<file path="src/rtl/fetch_align_if.sv">
// fetch_align_if: fetch memory port plus decode valid/ready port.
// Signals: O_mem_req/O_mem_addr/I_mem_rvalid/I_mem_rdata (memory),
//   O_valid/I_ready/O_instr/O_pc/O_pcincr (decode),
//   I_redirect/I_target (flush), O_illegal when
//   FETCH_ALIGN_ILLEGAL_CHECK_EN is defined.
// master = fetch_align side, slave = memory/decode side.
interface fetch_align_if;
  logic        O_mem_req;
  logic [31:0] O_mem_addr;
  logic        I_mem_rvalid;
  logic [31:0] I_mem_rdata;
  logic        O_valid;
  logic        I_ready;
  logic [31:0] O_instr;
  logic [31:0] O_pc;
  logic [31:0] O_pcincr;
  logic        I_redirect;
  logic [31:0] I_target;
`ifdef FETCH_ALIGN_ILLEGAL_CHECK_EN
  logic        O_illegal;
`endif

  modport master (
    output O_mem_req,
    output O_mem_addr,
    input  I_mem_rvalid,
    input  I_mem_rdata,
    output O_valid,
    input  I_ready,
    output O_instr,
    output O_pc,
    output O_pcincr,
    input  I_redirect,
    input  I_target
`ifdef FETCH_ALIGN_ILLEGAL_CHECK_EN
    ,output O_illegal
`endif
  );

  modport slave (
    input  O_mem_req,
    input  O_mem_addr,
    output I_mem_rvalid,
    output I_mem_rdata,
    input  O_valid,
    output I_ready,
    input  O_instr,
    input  O_pc,
    input  O_pcincr,
    output I_redirect,
    output I_target
`ifdef FETCH_ALIGN_ILLEGAL_CHECK_EN
    ,input O_illegal
`endif
  );
endinterface

</file>
<file path="src/rtl/fetch_align.sv">
// fetch_align: RV32IC fetch sequencer with a 3-halfword align buffer.
// Ports: I_clk; I_rst (synchronous, active-high); bus
//   (fetch_align_if.master): memory request/response, decode
//   valid/ready with instr/pc/pcincr, and redirect/target.
// Macro FETCH_ALIGN_ILLEGAL_CHECK_EN adds bus.O_illegal.
module fetch_align #(
  parameter logic [31:0] RESET_PC = 32'h0000_0000
) (
  input  logic          I_clk,
  input  logic          I_rst,
  fetch_align_if.master bus
);

  typedef enum logic [1:0] {
    S_IDLE = 2'd0,
    S_WAIT = 2'd1,
    S_DROP = 2'd2
  } state_t;

  localparam logic [31:0] RST_FADDR =
    {RESET_PC[31:2], 2'b00};
  localparam logic [31:0] RST_PC =
    {RESET_PC[31:1], 1'b0};

  state_t      r_state;
  state_t      w_state_nxt;
  logic [15:0] r_hb [3];
  logic [1:0]  r_cnt;
  logic [31:0] r_faddr;
  logic        r_skip_lo;
  logic [31:0] r_pc;

  logic        w_head_16;
  logic        w_valid;
  logic        w_accept;
  logic [1:0]  w_pop;
  logic [1:0]  w_rem;
  logic        w_rsp_ok;
  logic        w_req;
  logic [15:0] w_rsp_lo;
  logic [15:0] w_rsp_hi;
  logic [15:0] w_sh [3];
  logic [15:0] w_hb_nxt [3];
  logic [1:0]  w_cnt_nxt;
  logic [31:0] w_instr;
  logic [31:0] w_pcincr;
  logic        w_unused;

  // Target bit 0 is meaningless for halfword-aligned code.
  assign w_unused = bus.I_target[0];

  assign w_head_16 = (r_hb[0][1:0] != 2'b11);
  assign w_valid   = ((r_cnt != 2'd0) && w_head_16)
                   || (r_cnt >= 2'd2);
  assign w_accept  = w_valid && bus.I_ready
                   && !bus.I_redirect;

  // Halfwords leaving the head this cycle.
  assign w_pop = !w_accept ? 2'd0
               : (w_head_16 ? 2'd1 : 2'd2);
  assign w_rem = r_cnt - w_pop;

  // Data is only kept when no redirect races it.
  assign w_rsp_ok = (r_state == S_WAIT)
                  && bus.I_mem_rvalid
                  && !bus.I_redirect;

  assign w_rsp_lo = bus.I_mem_rdata[15:0];
  assign w_rsp_hi = bus.I_mem_rdata[31:16];

  always_comb begin
    w_state_nxt = r_state;
    w_req       = 1'b0;
    unique case (r_state)
      S_IDLE: begin
        // cnt<=1 leaves room for a full word.
        if ((r_cnt <= 2'd1) && !bus.I_redirect
            && !I_rst) begin
          w_req       = 1'b1;
          w_state_nxt = S_WAIT;
        end
      end
      S_WAIT: begin
        if (bus.I_mem_rvalid) begin
          w_state_nxt = S_IDLE;
        end else if (bus.I_redirect) begin
          w_state_nxt = S_DROP;
        end
      end
      S_DROP: begin
        if (bus.I_mem_rvalid) begin
          w_state_nxt = S_IDLE;
        end
      end
      default: begin
        w_state_nxt = S_IDLE;
      end
    endcase
  end

  // Shift the survivors down to the head.
  always_comb begin
    w_sh = r_hb;
    case (w_pop)
      2'd1: begin
        w_sh[0] = r_hb[1];
        w_sh[1] = r_hb[2];
        w_sh[2] = '0;
      end
      2'd2: begin
        w_sh[0] = r_hb[2];
        w_sh[1] = '0;
        w_sh[2] = '0;
      end
      default: begin
      end
    endcase
  end

  // Append fresh halfwords behind the survivors.
  always_comb begin
    w_hb_nxt  = w_sh;
    w_cnt_nxt = w_rem;
    if (w_rsp_ok) begin
      if (r_skip_lo) begin
        case (w_rem)
          2'd0:    w_hb_nxt[0] = w_rsp_hi;
          2'd1:    w_hb_nxt[1] = w_rsp_hi;
          default: w_hb_nxt[2] = w_rsp_hi;
        endcase
        w_cnt_nxt = w_rem + 2'd1;
      end else begin
        case (w_rem)
          2'd0: begin
            w_hb_nxt[0] = w_rsp_lo;
            w_hb_nxt[1] = w_rsp_hi;
          end
          default: begin
            w_hb_nxt[1] = w_rsp_lo;
            w_hb_nxt[2] = w_rsp_hi;
          end
        endcase
        w_cnt_nxt = w_rem + 2'd2;
      end
    end
  end

  always_comb begin
    w_instr  = '0;
    w_pcincr = 32'h4;
    unique case (1'b1)
      (w_valid && w_head_16): begin
        w_instr  = {16'h0000, r_hb[0]};
        w_pcincr = 32'h2;
      end
      (w_valid && !w_head_16): begin
        w_instr  = {r_hb[1], r_hb[0]};
      end
      default: begin
      end
    endcase
  end

  always_ff @(posedge I_clk) begin
    if (I_rst) begin
      r_state   <= S_IDLE;
      r_hb      <= '{default: '0};
      r_cnt     <= 2'd0;
      r_faddr   <= RST_FADDR;
      r_skip_lo <= RESET_PC[1];
      r_pc      <= RST_PC;
    end else begin
      r_state <= w_state_nxt;
      if (bus.I_redirect) begin
        r_cnt     <= 2'd0;
        r_pc      <= {bus.I_target[31:1], 1'b0};
        r_faddr   <= {bus.I_target[31:2], 2'b00};
        r_skip_lo <= bus.I_target[1];
      end else begin
        r_hb  <= w_hb_nxt;
        r_cnt <= w_cnt_nxt;
        if (w_accept) begin
          r_pc <= r_pc + w_pcincr;
        end
        if (w_rsp_ok) begin
          r_faddr   <= r_faddr + 32'h4;
          r_skip_lo <= 1'b0;
        end
      end
    end
  end

  assign bus.O_mem_req  = w_req;
  assign bus.O_mem_addr = r_faddr;
  assign bus.O_valid    = w_valid;
  assign bus.O_instr    = w_instr;
  assign bus.O_pc       = r_pc;
  assign bus.O_pcincr   = w_pcincr;

`ifdef FETCH_ALIGN_ILLEGAL_CHECK_EN
  logic w_illegal;
  assign w_illegal = w_valid && (w_head_16
    ? (r_hb[0] == 16'h0000)
    : ({r_hb[1], r_hb[0]} == 32'hFFFF_FFFF));
  assign bus.O_illegal = w_illegal;
`endif

endmodule

</file>
<file path="src/flat_wrapper.sv">
// flat-port wrapper written by rule: the top's interface ports become plain ports
module fetch_align_flat 
#(
  parameter logic [31:0] RESET_PC = 32'h0000_0000
)
  (I_clk, I_rst, bus_O_mem_req, bus_O_mem_addr, bus_I_mem_rvalid, bus_I_mem_rdata, bus_O_valid, bus_I_ready, bus_O_instr, bus_O_pc, bus_O_pcincr, bus_I_redirect, bus_I_target);
  fetch_align_if bus_i ();
  input  logic I_clk;
  input  logic I_rst;
  output wire logic [$bits(bus_i.O_mem_req)-1:0] bus_O_mem_req;
  output wire logic [$bits(bus_i.O_mem_addr)-1:0] bus_O_mem_addr;
  input wire logic [$bits(bus_i.I_mem_rvalid)-1:0] bus_I_mem_rvalid;
  input wire logic [$bits(bus_i.I_mem_rdata)-1:0] bus_I_mem_rdata;
  output wire logic [$bits(bus_i.O_valid)-1:0] bus_O_valid;
  input wire logic [$bits(bus_i.I_ready)-1:0] bus_I_ready;
  output wire logic [$bits(bus_i.O_instr)-1:0] bus_O_instr;
  output wire logic [$bits(bus_i.O_pc)-1:0] bus_O_pc;
  output wire logic [$bits(bus_i.O_pcincr)-1:0] bus_O_pcincr;
  input wire logic [$bits(bus_i.I_redirect)-1:0] bus_I_redirect;
  input wire logic [$bits(bus_i.I_target)-1:0] bus_I_target;
  assign bus_O_mem_req = bus_i.O_mem_req;
  assign bus_O_mem_addr = bus_i.O_mem_addr;
  assign bus_i.I_mem_rvalid = bus_I_mem_rvalid;
  assign bus_i.I_mem_rdata = bus_I_mem_rdata;
  assign bus_O_valid = bus_i.O_valid;
  assign bus_i.I_ready = bus_I_ready;
  assign bus_O_instr = bus_i.O_instr;
  assign bus_O_pc = bus_i.O_pc;
  assign bus_O_pcincr = bus_i.O_pcincr;
  assign bus_i.I_redirect = bus_I_redirect;
  assign bus_i.I_target = bus_I_target;
  fetch_align #(.RESET_PC(RESET_PC)) u_core (.I_clk(I_clk), .I_rst(I_rst), .bus(bus_i));
endmodule
</file>
<file path="config.mk">
export PLATFORM = sky130hd
export DESIGN_NAME = fetch_align_flat
export DESIGN_NICKNAME = d
export VERILOG_FILES = /design/src/rtl/fetch_align_if.sv /design/src/rtl/fetch_align.sv /design/src/flat_wrapper.sv
export SDC_FILE = /design/constraint.sdc
export NUM_CORES = 1
export LEC_CHECK = 0
export CAP_MARGIN = 20
export CORE_MARGIN = 2
export CORE_UTILIZATION = 52
export CTS_CLUSTER_DIAMETER = 40
export CTS_CLUSTER_SIZE = 28
export DETAILED_ROUTE_END_ITERATION = 16
export PLACE_DENSITY = 0.93
export SYNTH_ARGS = -nofsm -noshare
export SYNTH_HDL_FRONTEND = slang
export SYNTH_SLANG_ARGS = --single-unit
</file>
<file path="constraint.sdc">
create_clock -name I_clk -period 8.7 [get_ports I_clk]
set_input_delay 1.74 -clock I_clk [delete_from_list [all_inputs] [get_ports I_clk]]
set_output_delay 1.74 -clock I_clk [all_outputs]
set_load 0.005 [all_outputs]
</file>
==> results of run 1 <==
[cells in the final DEF, fill, tap and decap left out, drive strengths merged, types with 21 or more instances in the layout]
cell type,count
a211oi,33
a21boi,38
a21oi,48
a31oi,25
and3,26
and4,24
clkbuf,21
clkdlybuf4s50,163
conb,33
dfxtp,114
inv,40
mux2i,32
nand2,57
nand3,22
nor2,47
o21ai,21
xnor2,33
xor2,21
[layer usage]
metal	up-vias	wire length, microns	global-route usage, %
li1	3188	-	-
met1	3231	8830	38.2
met2	346	9840	46.0
met3	48	1600	5.41
met4	0	534	12.9
met5	-	0	0
[power breakdown]
group	internal (uW)	leakage, uW	switching [uW]
clock	491	0.000295	243
sequential	548	0.000936	31.7
combinational	103	0.00209	88.7
total	1140	0.00332	363
[final timing paths]
check | from | endpoint | slack [ps] | cells after the start
setup / recovery | bus_I_redirect | bus_O_mem_req | 3320 | 5
setup reg to reg | u_core.r_hb[33] | u_core.r_hb[0] | 4910 | 10
hold / removal | u_core.r_hb[22] | u_core.r_hb[22] | 490 | 2
hold reg to reg | u_core.r_hb[22] | u_core.r_hb[22] | 490 | 2
[cell usage after synthesis, drive strengths merged (3+ instances only)]
| master | instances |
|---|---|
| nand2 | 57 |
| xor2 | 21 |
| and3 | 26 |
| and2 | 6 |
| o21ai | 21 |
| a2bb2oi | 14 |
| nor2 | 47 |
| a21boi | 38 |
| a21o | 5 |
| ha | 5 |
| and4 | 24 |
| nand3 | 22 |
| nand4 | 14 |
| nor3 | 15 |
| a31oi | 25 |
| mux2i | 32 |
| o2111ai | 3 |
| xnor2 | 33 |
| a21oi | 48 |
| mux2 | 4 |
| nand4b | 4 |
| a211oi | 33 |
| buf | 52 |
| a22oi | 16 |
| clkbuf | 41 |
| o21bai | 5 |
| nor4 | 9 |
| nor2b | 16 |
| o22ai | 7 |
| dfxtp | 114 |
| inv | 40 |
[per-stage QoR]
stage | utilization (%) | total power (uW) | hold WS (ps) | setup slack (ps) | cell area, sq um
3_5_place_dp | 64.5 | 777 | 472 | 3180 | 8440
2_1_floorplan | - | 687 | 452 | 4590 | 7010
6_report | 69.2 | 1510 | 489 | 3320 | 9060
5_1_grt | 69.2 | 1550 | 509 | 3240 | 9060
4_1_cts | 69.2 | 1510 | 481 | 3330 | 9060
3_3_place_gp | 64.5 | 772 | 465 | 3270 | 8440
[kinds of logic (layout without fill, tap and decap cells)]
group / after synthesis / after routing / share of synthesized area, %
other: 1 / 33 / 0.0545
XOR/XNOR: 54 / 54 / 6.87
flip-flops: 114 / 114 / 33.1
adder cells (fa/ha/maj): 6 / 6 / 1.20
AO/OA/AOI/OAI: 231 / 231 / 23.8
AND/OR/NAND/NOR: 249 / 249 / 19.9
multiplexers: 36 / 36 / 5.42
buffers and inverters: 133 / 246 / 9.65
[layout make-up]
class	instances	area, sq um
Fill cell	1006	4030
Inverter	40	150
Timing Repair Buffer	175	1720
Multi-Input combinational cell	609	4070
Clock inverter	10	158
Clock buffer	21	460
Tap cell	176	220
Sequential cell	114	2280
[critical path, cell delays in order]
cell	delay, ps
clkdlybuf4s50_1	400
buf_4	290
or2_2	420
nor4_1	200
clkdlybuf4s50_1	580
[sequential cells by signal, indices dropped and copies added (netlist names)]
register	flops
u_core.r_hb	48
u_core.r_skip_lo	1
u_core.r_state	2
u_core.bus.O_pc	31
u_core.r_cnt	2
u_core.bus.O_mem_addr	30
==> results.json, run 1 <==
{
  "power_density_nw_per_um2": 166,
  "area_growth_pct": 31.6,
  "synth_top_cell_by_area": "dfxtp_1",
  "clockBufferDepth": 2,
  "yosys.area.top_type_share_pct": 33.1,
  "cts.htree.levels": 4,
  "dieArea_sq_um": 14200,
  "vias": 6813,
  "clock.fmax_mhz": 186,
  "synthesis.area_sq_um": 6890,
  "path_class": "primary input to primary output",
  "drv_cap": 0,
  "cts_setup_buffers": 0,
  "worstPathArrival_ps": 3640,
  "drive_gt1_share_pct": 6.40,
  "hold_viol": 0,
  "hold_buffers": 0,
  "core_area_sq_um": 13100,
  "dp.cells": 1114,
  "clkTransAtPathRegs_ps": 50,
  "avgSynthCellArea_sq_um": 8.36,
  "final.setup.tns_ps": 0,
  "synth_edf_count": 0,
  "synth_cells": 824,
  "maxSlewHeadroom_pct": 23.4,
  "cts_buffers": 17,
  "clockRootBuffer": "clkbuf_16",
  "skew_ps": 6.59,
  "final_nets": 1032,
  "endpoint_kind": "primary output",
  "routed_wl_mm": 20.8,
  "fp.dieW_microns": 119,
  "gp_congestion": 0.881,
  "min_path_type": "register to register",
  "yosysUniqueCellTypes": 68,
  "total_leakage_power_uw": 0.00332,
  "clock_latency_ps": 410,
  "fin_crit_sh_pct": 61.9,
  "synth_seq_cells": 114,
  "drt_iter0_drc": 638,
  "dieHeight_microns": 119,
  "antenna_found_initial": 0,
  "start_util_pct": 52.6,
  "cts_tree": "done",
  "first_pass_iters": 6,
  "grtUsageTotal_pct": 28.9,
  "cp_max_fo": 42,
  "peakVddDrop_mv": 0.147,
  "status": "complete, no violations",
  "ys_warn_count": 0,
  "postSynth.asyncResetShare_pct": 0,
  "viasPerCell": 5.95,
  "port_buffers": 164,
  "wl_per_cell_microns": 18.2,
  "worstMarginPinSlew_ps": 1140,
  "grt_overflow": 0,
  "num_antenna_cells": 0,
  "rsz0062_at_grt": "false",
  "setup_viol": 0,
  "clock_sinks": 114,
  "post_cts_resize_count": 0,
  "yosys-top-cells-area": "dfxtp_1 33%, mux2i_1 4.7%, xnor2_1 4.2%",
  "rows": 42,
  "grt_pass1_vias": 6529,
  "synth_ff_type": "dfxtp_1",
  "drc": 0,
  "dpl.hpwl_mm": 13.3,
  "seq_area_frac_synth_pct": 33.1,
  "grt_pass1_wl_mm": 33.1,
  "critPathRequiredTime_ps": 6960,
  "grt_max_degree": 69,
  "instances_no_fill": 1145,
  "critPathLaunchType": "primary input",
  "pin_count": 199,
  "period_needed_ps": 5380,
  "detail-route-antenna-nets": 0,
  "drv_slew": 0
}
No activity file was read; power rests on OpenSTA's default activity.
==> run 2, diff against run 1 <==
--- a/config.mk
+++ b/config.mk
@@ -7,11 +7,11 @@
 export LEC_CHECK = 0
 export CAP_MARGIN = 20
 export CORE_MARGIN = 2
-export CORE_UTILIZATION = 52
+export CORE_UTILIZATION = 44
 export CTS_CLUSTER_DIAMETER = 40
 export CTS_CLUSTER_SIZE = 28
 export DETAILED_ROUTE_END_ITERATION = 16
-export PLACE_DENSITY = 0.93
+export PLACE_DENSITY = 0.85
 export SYNTH_ARGS = -nofsm -noshare
 export SYNTH_HDL_FRONTEND = slang
 export SYNTH_SLANG_ARGS = --single-unit
==> constraint.sdc (replaced) <==
create_clock -name I_clk -period 4.67 [get_ports I_clk]
set_input_delay 0.934 -clock I_clk [delete_from_list [all_inputs] [get_ports I_clk]]
set_output_delay 0.934 -clock I_clk [all_outputs]
set_load 0.005 [all_outputs]
==> results.json, run 2 (synthesis results as in run 1) <==
{
  "rsz0062_at_grt": "false",
  "status": "complete, no violations",
  "cts_tree": "done",
  "gp_congestion": 0.855,
  "clockRootBuffer": "clkbuf_16",
  "period_needed_ps": 3880,
  "viasPerCell": 5.80,
  "core_area_sq_um": 15300,
  "pin_count": 199,
  "cts_buffers": 17,
  "start_util_pct": 45.1,
  "final_common_cell": "clkdlybuf4s50_1",
  "cp_max_fo": 11,
  "min_path_type": "register to register",
  "cts.htree.levels": 4,
  "cts_setup_buffers": 0,
  "dpl.hpwl_mm": 14.0,
  "num_antenna_cells": 0,
  "clock.fmax_mhz": 258,
  "final_nets": 1037,
  "multi_input_comb_area_sq_um": 4070,
  "clkTransAtPathRegs_ps": 60,
  "ff_latch_area_sq_um": 2280,
  "drt_iter0_drc": 631,
  "wl_per_cell_microns": 17.9,
  "antenna_found_initial": 0,
  "drive_gt1_share_pct": 7.08,
  "fin_crit_sh_pct": 83.1,
  "grt_pass1_vias": 6533,
  "detail-route-antenna-nets": 0,
  "power_uw": 2800,
  "hold_viol": 0,
  "maxSlewHeadroom_pct": 26.8,
  "dp.cells": 1153,
  "combinationalPowerShare_pct": 12.9,
  "instances_no_fill": 1186,
  "top_register": "u_core.r_hb",
  "final_area_sq_um": 9150,
  "largest_reg_flops": 48,
  "setup_viol": 0,
  "grtUsageTotal_pct": 25.1,
  "first_pass_iters": 5,
  "drc": 0,
  "clock_latency_ps": 430,
  "worstPathArrival_ps": 2950,
  "pwr-share-seq_pct": 38.6,
  "worstMarginPinSlew_ps": 1090,
  "skew_ps": 6.15,
  "vias": 6878,
  "port_buffers": 164,
  "area_growth_pct": 32.8,
  "critPathLaunchType": "primary input",
  "rows": 45,
  "drv_slew": 0,
  "dpl_cell_area_sq_um": 8520,
  "power_density_nw_per_um2": 306,
  "path_class": "primary input to primary output",
  "fp.dieW_microns": 129,
  "grt_pass1_wl_mm": 33.2,
  "switching_share_pct": 26.3,
  "p_int_uw": 2060,
  "final.setup.tns_ps": 0,
  "critPathRequiredTime_ps": 3740,
  "peakVddDrop_mv": 0.227,
  "worst_slack_ps": 787,
  "clock_sinks": 114,
  "power.net_switching_uw": 737,
  "drv_cap": 0,
  "grt_overflow": 0,
  "pre_cts_slack_ps": 557,
  "grt_max_degree": 68,
  "post_cts_resize_count": 0,
  "dieHeight_microns": 129,
  "clockBufferDepth": 2,
  "total_leakage_power_uw": 0.00334,
  "num-fill-cells": 1287,
  "clkPwrFrac_pct": 48.5,
  "routed_wl_mm": 21.2,
  "endpoint_kind": "primary output",
  "hold_buffers": 0,
  "dieArea_sq_um": 16700,
  "most-common-layout-cells": "163 x clkdlybuf4s50_1, 114 x dfxtp_1, 56 x nand2_1, 48 x a21oi_1, 47 x nor2_1"
}
-- run 2: worst paths after layout --
kind	startpoint	to	slack [ps]	cells past startpoint
min	u_core.bus.O_pc[15]	u_core.bus.O_pc[15]	500	2
max	bus_I_redirect	bus_O_mem_req	790	4
max reg2reg	u_core.r_cnt[1]	u_core.r_hb[19]	1380	11
min reg2reg	u_core.bus.O_pc[15]	u_core.bus.O_pc[15]	500	2
-- run 2: power groups by stage --
stage	clock network, uW	logic, uW	registers, uW
4_1_cts	1360	358	1080
3_3_place_gp	0	350	1090
5_1_grt	1400	391	1090
2_1_floorplan	0	192	1090
3_5_place_dp	0	355	1100
6_report	1360	361	1080
-- run 2: cell type report --
class                   instances  share of cell area (%)
inverters                      40                    1.64
clock buffers                  18                    4.69
well taps                     211                    2.89
repair buffers                180                    19.3
flip-flops and latches        114                    25.0
clock inverters                14                    1.98
multi-input cells             609                    44.5
-- run 2: layer usage --
layer / routed length, microns / track usage, % / up-vias
met1: 9120 / 32.0 / 3307
li1: - / - / 3201
met4: 872 / 12.9 / 0
met5: 0 / 0 / -
met3: 1280 / 5.45 / 67
met2: 9910 / 40.1 / 303
-- run 2: critical path, cell delays in order --
cell and delay, ps:
clkdlybuf4s50_1 640, or2_2 460, nor4_1 320, clkdlybuf4s50_1 590
-- run 2: metrics by stage --
| step | util [%] | hold WS, ps |
|---|---|---|
| CTS | 59.8 | 492 |
| global placement | 55.8 | 464 |
| detailed placement | 55.8 | 479 |
| finish | 59.9 | 496 |
| floorplan | - | 452 |
| global route | 59.9 | 518 |
==> run 3, diff against run 2 <==
==> constraint.sdc (replaced) <==
create_clock -name I_clk -period 3.51 [get_ports I_clk]
set_input_delay 0.702 -clock I_clk [delete_from_list [all_inputs] [get_ports I_clk]]
set_output_delay 0.702 -clock I_clk [all_outputs]
set_load 0.005 [all_outputs]
==> results.json, run 3 (synthesis results as in run 1) <==
{
  "r2r_start": "u_core.r_cnt[0]",
  "clock_latency_ps": 420,
  "antenna_found_initial": 0,
  "clkPwrFrac_pct": 49.8,
  "fin_crit_sh_pct": 91.2,
  "period_needed_ps": 3200,
  "ff2ff_setup_slack_ps": 510,
  "cts_buffers": 17,
  "clock_sinks": 114,
  "clockRootBuffer": "clkbuf_16",
  "hold_buffers": 0,
  "setup_viol": 0,
  "viasPerCell": 5.74,
  "skew_ps": 5.50,
  "post_cts_resize_count": 0,
  "drc": 0,
  "endpoint_kind": "primary output",
  "fin_hold_ws_ps": 493,
  "drt_iter0_drc": 676,
  "port_buffers": 164,
  "wl_per_cell_microns": 17.7,
  "drv_slew": 0,
  "cts.htree.levels": 4,
  "dpl.hpwl_mm": 14.5,
  "vias": 6852,
  "clock.fmax_mhz": 313,
  "routed_wl_mm": 21.1,
  "final.setup.tns_ps": 0,
  "final_nets": 1046,
  "r2r-end": "u_core.bus.O_pc[31]",
  "switching_share_pct": 23.6,
  "min_path_type": "register to register",
  "top_register": "u_core.r_hb",
  "rsz0062_at_grt": "false",
  "grt_pass1_wl_mm": 33.2,
  "power_uw": 3830,
  "clkTransAtPathRegs_ps": 50,
  "clockBufferDepth": 2,
  "grt_pass1_vias": 6491,
  "worstMarginPinSlew_ps": 1020,
  "peakVddDrop_mv": 0.258,
  "cts_setup_buffers": 0,
  "gp_congestion": 0.872,
  "pin_count": 199,
  "path_class": "primary input to primary output",
  "worstPathArrival_ps": 2500,
  "power.net_switching_uw": 903,
  "num_antenna_cells": 0,
  "area_growth_pct": 34.2,
  "most-common-layout-cells": "163 x clkdlybuf4s50_1, 114 x dfxtp_1, 56 x nand2_1, 48 x a21oi_1, 47 x nor2_1",
  "grtUsageTotal_pct": 25.1,
  "cts_tree": "done",
  "cp_max_fo": 12,
  "critPathRequiredTime_ps": 2810,
  "final_common_cell": "clkdlybuf4s50_1",
  "dieHeight_microns": 129,
  "drive_gt1_share_pct": 7.83,
  "combinationalPowerShare_pct": 12.7,
  "detail-route-antenna-nets": 0,
  "reg2reg_depth": 10,
  "p_int_uw": 2930,
  "largest_reg_flops": 48,
  "fp.dieW_microns": 129,
  "core_area_sq_um": 15300,
  "critPathLaunchType": "primary input",
  "maxSlewHeadroom_pct": 32.2,
  "hold_viol": 0,
  "status": "complete, no violations",
  "worstHoldPathCells": 2,
  "drv_cap": 0,
  "min_from": "u_core.r_hb[27]",
  "dieArea_sq_um": 16700,
  "first_pass_iters": 5,
  "total_leakage_power_uw": 0.00341,
  "holdPathEnd": "u_core.r_hb[27]",
  "power_density_nw_per_um2": 415,
  "rows": 45,
  "grt_overflow": 0,
  "pwr-share-seq_pct": 37.5,
  "grt_max_degree": 93,
  "start_util_pct": 45.1
}
run 3: area by class of cell:
type / instances / area (sq um)
fillers: 1282 / 6020
multi-input cells: 609 / 4070
flip-flops and latches: 114 / 2280
repair buffers: 189 / 1820
clock buffers: 21 / 470
well taps: 211 / 264
clock inverters: 10 / 180
inverters: 40 / 150
run 3: metal layers:
metal | global-route usage [%] | vias up | part of all wire [%]
met5 | 0 | - | 0
met4 | 12.1 | 0 | 4.0
met3 | 5.90 | 64 | 7.2
met2 | 40.0 | 316 | 47
met1 | 32.2 | 3262 | 42
li1 | - | 3210 | -
run 3: per-stage QoR:
step / setup slack [ps] / area [sq um] / std cells / util (%)
3_5_place_dp: 36.6 / 8590 / 1163 / 56.3
6_report: 310 / 9240 / 1194 / 60.6
3_3_place_gp: 140 / 8590 / 1163 / 56.3
5_1_grt: 157 / 9240 / 1194 / 60.6
4_1_cts: 315 / 9240 / 1194 / 60.6
2_1_floorplan: 419 / 7010 / 856 / -
run 3: worst max path at each step:
stage | start | end | slack, ps
floorplan | u_core.r_hb[33] | u_core.r_hb[22] | 420
global placement | bus_I_redirect | u_core.r_hb[29] | 140
detailed placement | bus_I_redirect | u_core.r_hb[19] | 40
CTS | bus_I_redirect | bus_O_mem_req | 310
global route | bus_I_redirect | bus_O_mem_req | 160
finish | bus_I_redirect | bus_O_mem_req | 310
run 3: power groups by stage:
stage / Sequential (uW) / Clock [uW] / Combinational, uW
final: 1440 / 1910 / 485
after global routing: 1450 / 1990 / 525
after CTS: 1440 / 1920 / 483
after detailed placement: 1460 / 0 / 479
after global placement: 1460 / 0 / 469
after floorplan: 1450 / 0 / 256
run 3: worst max-delay path: stages:
cell	delay [ps]
clkdlybuf4s50_1	440
buf_4	200
or2_2	310
nor4_1	260
clkdlybuf4s50_1	580
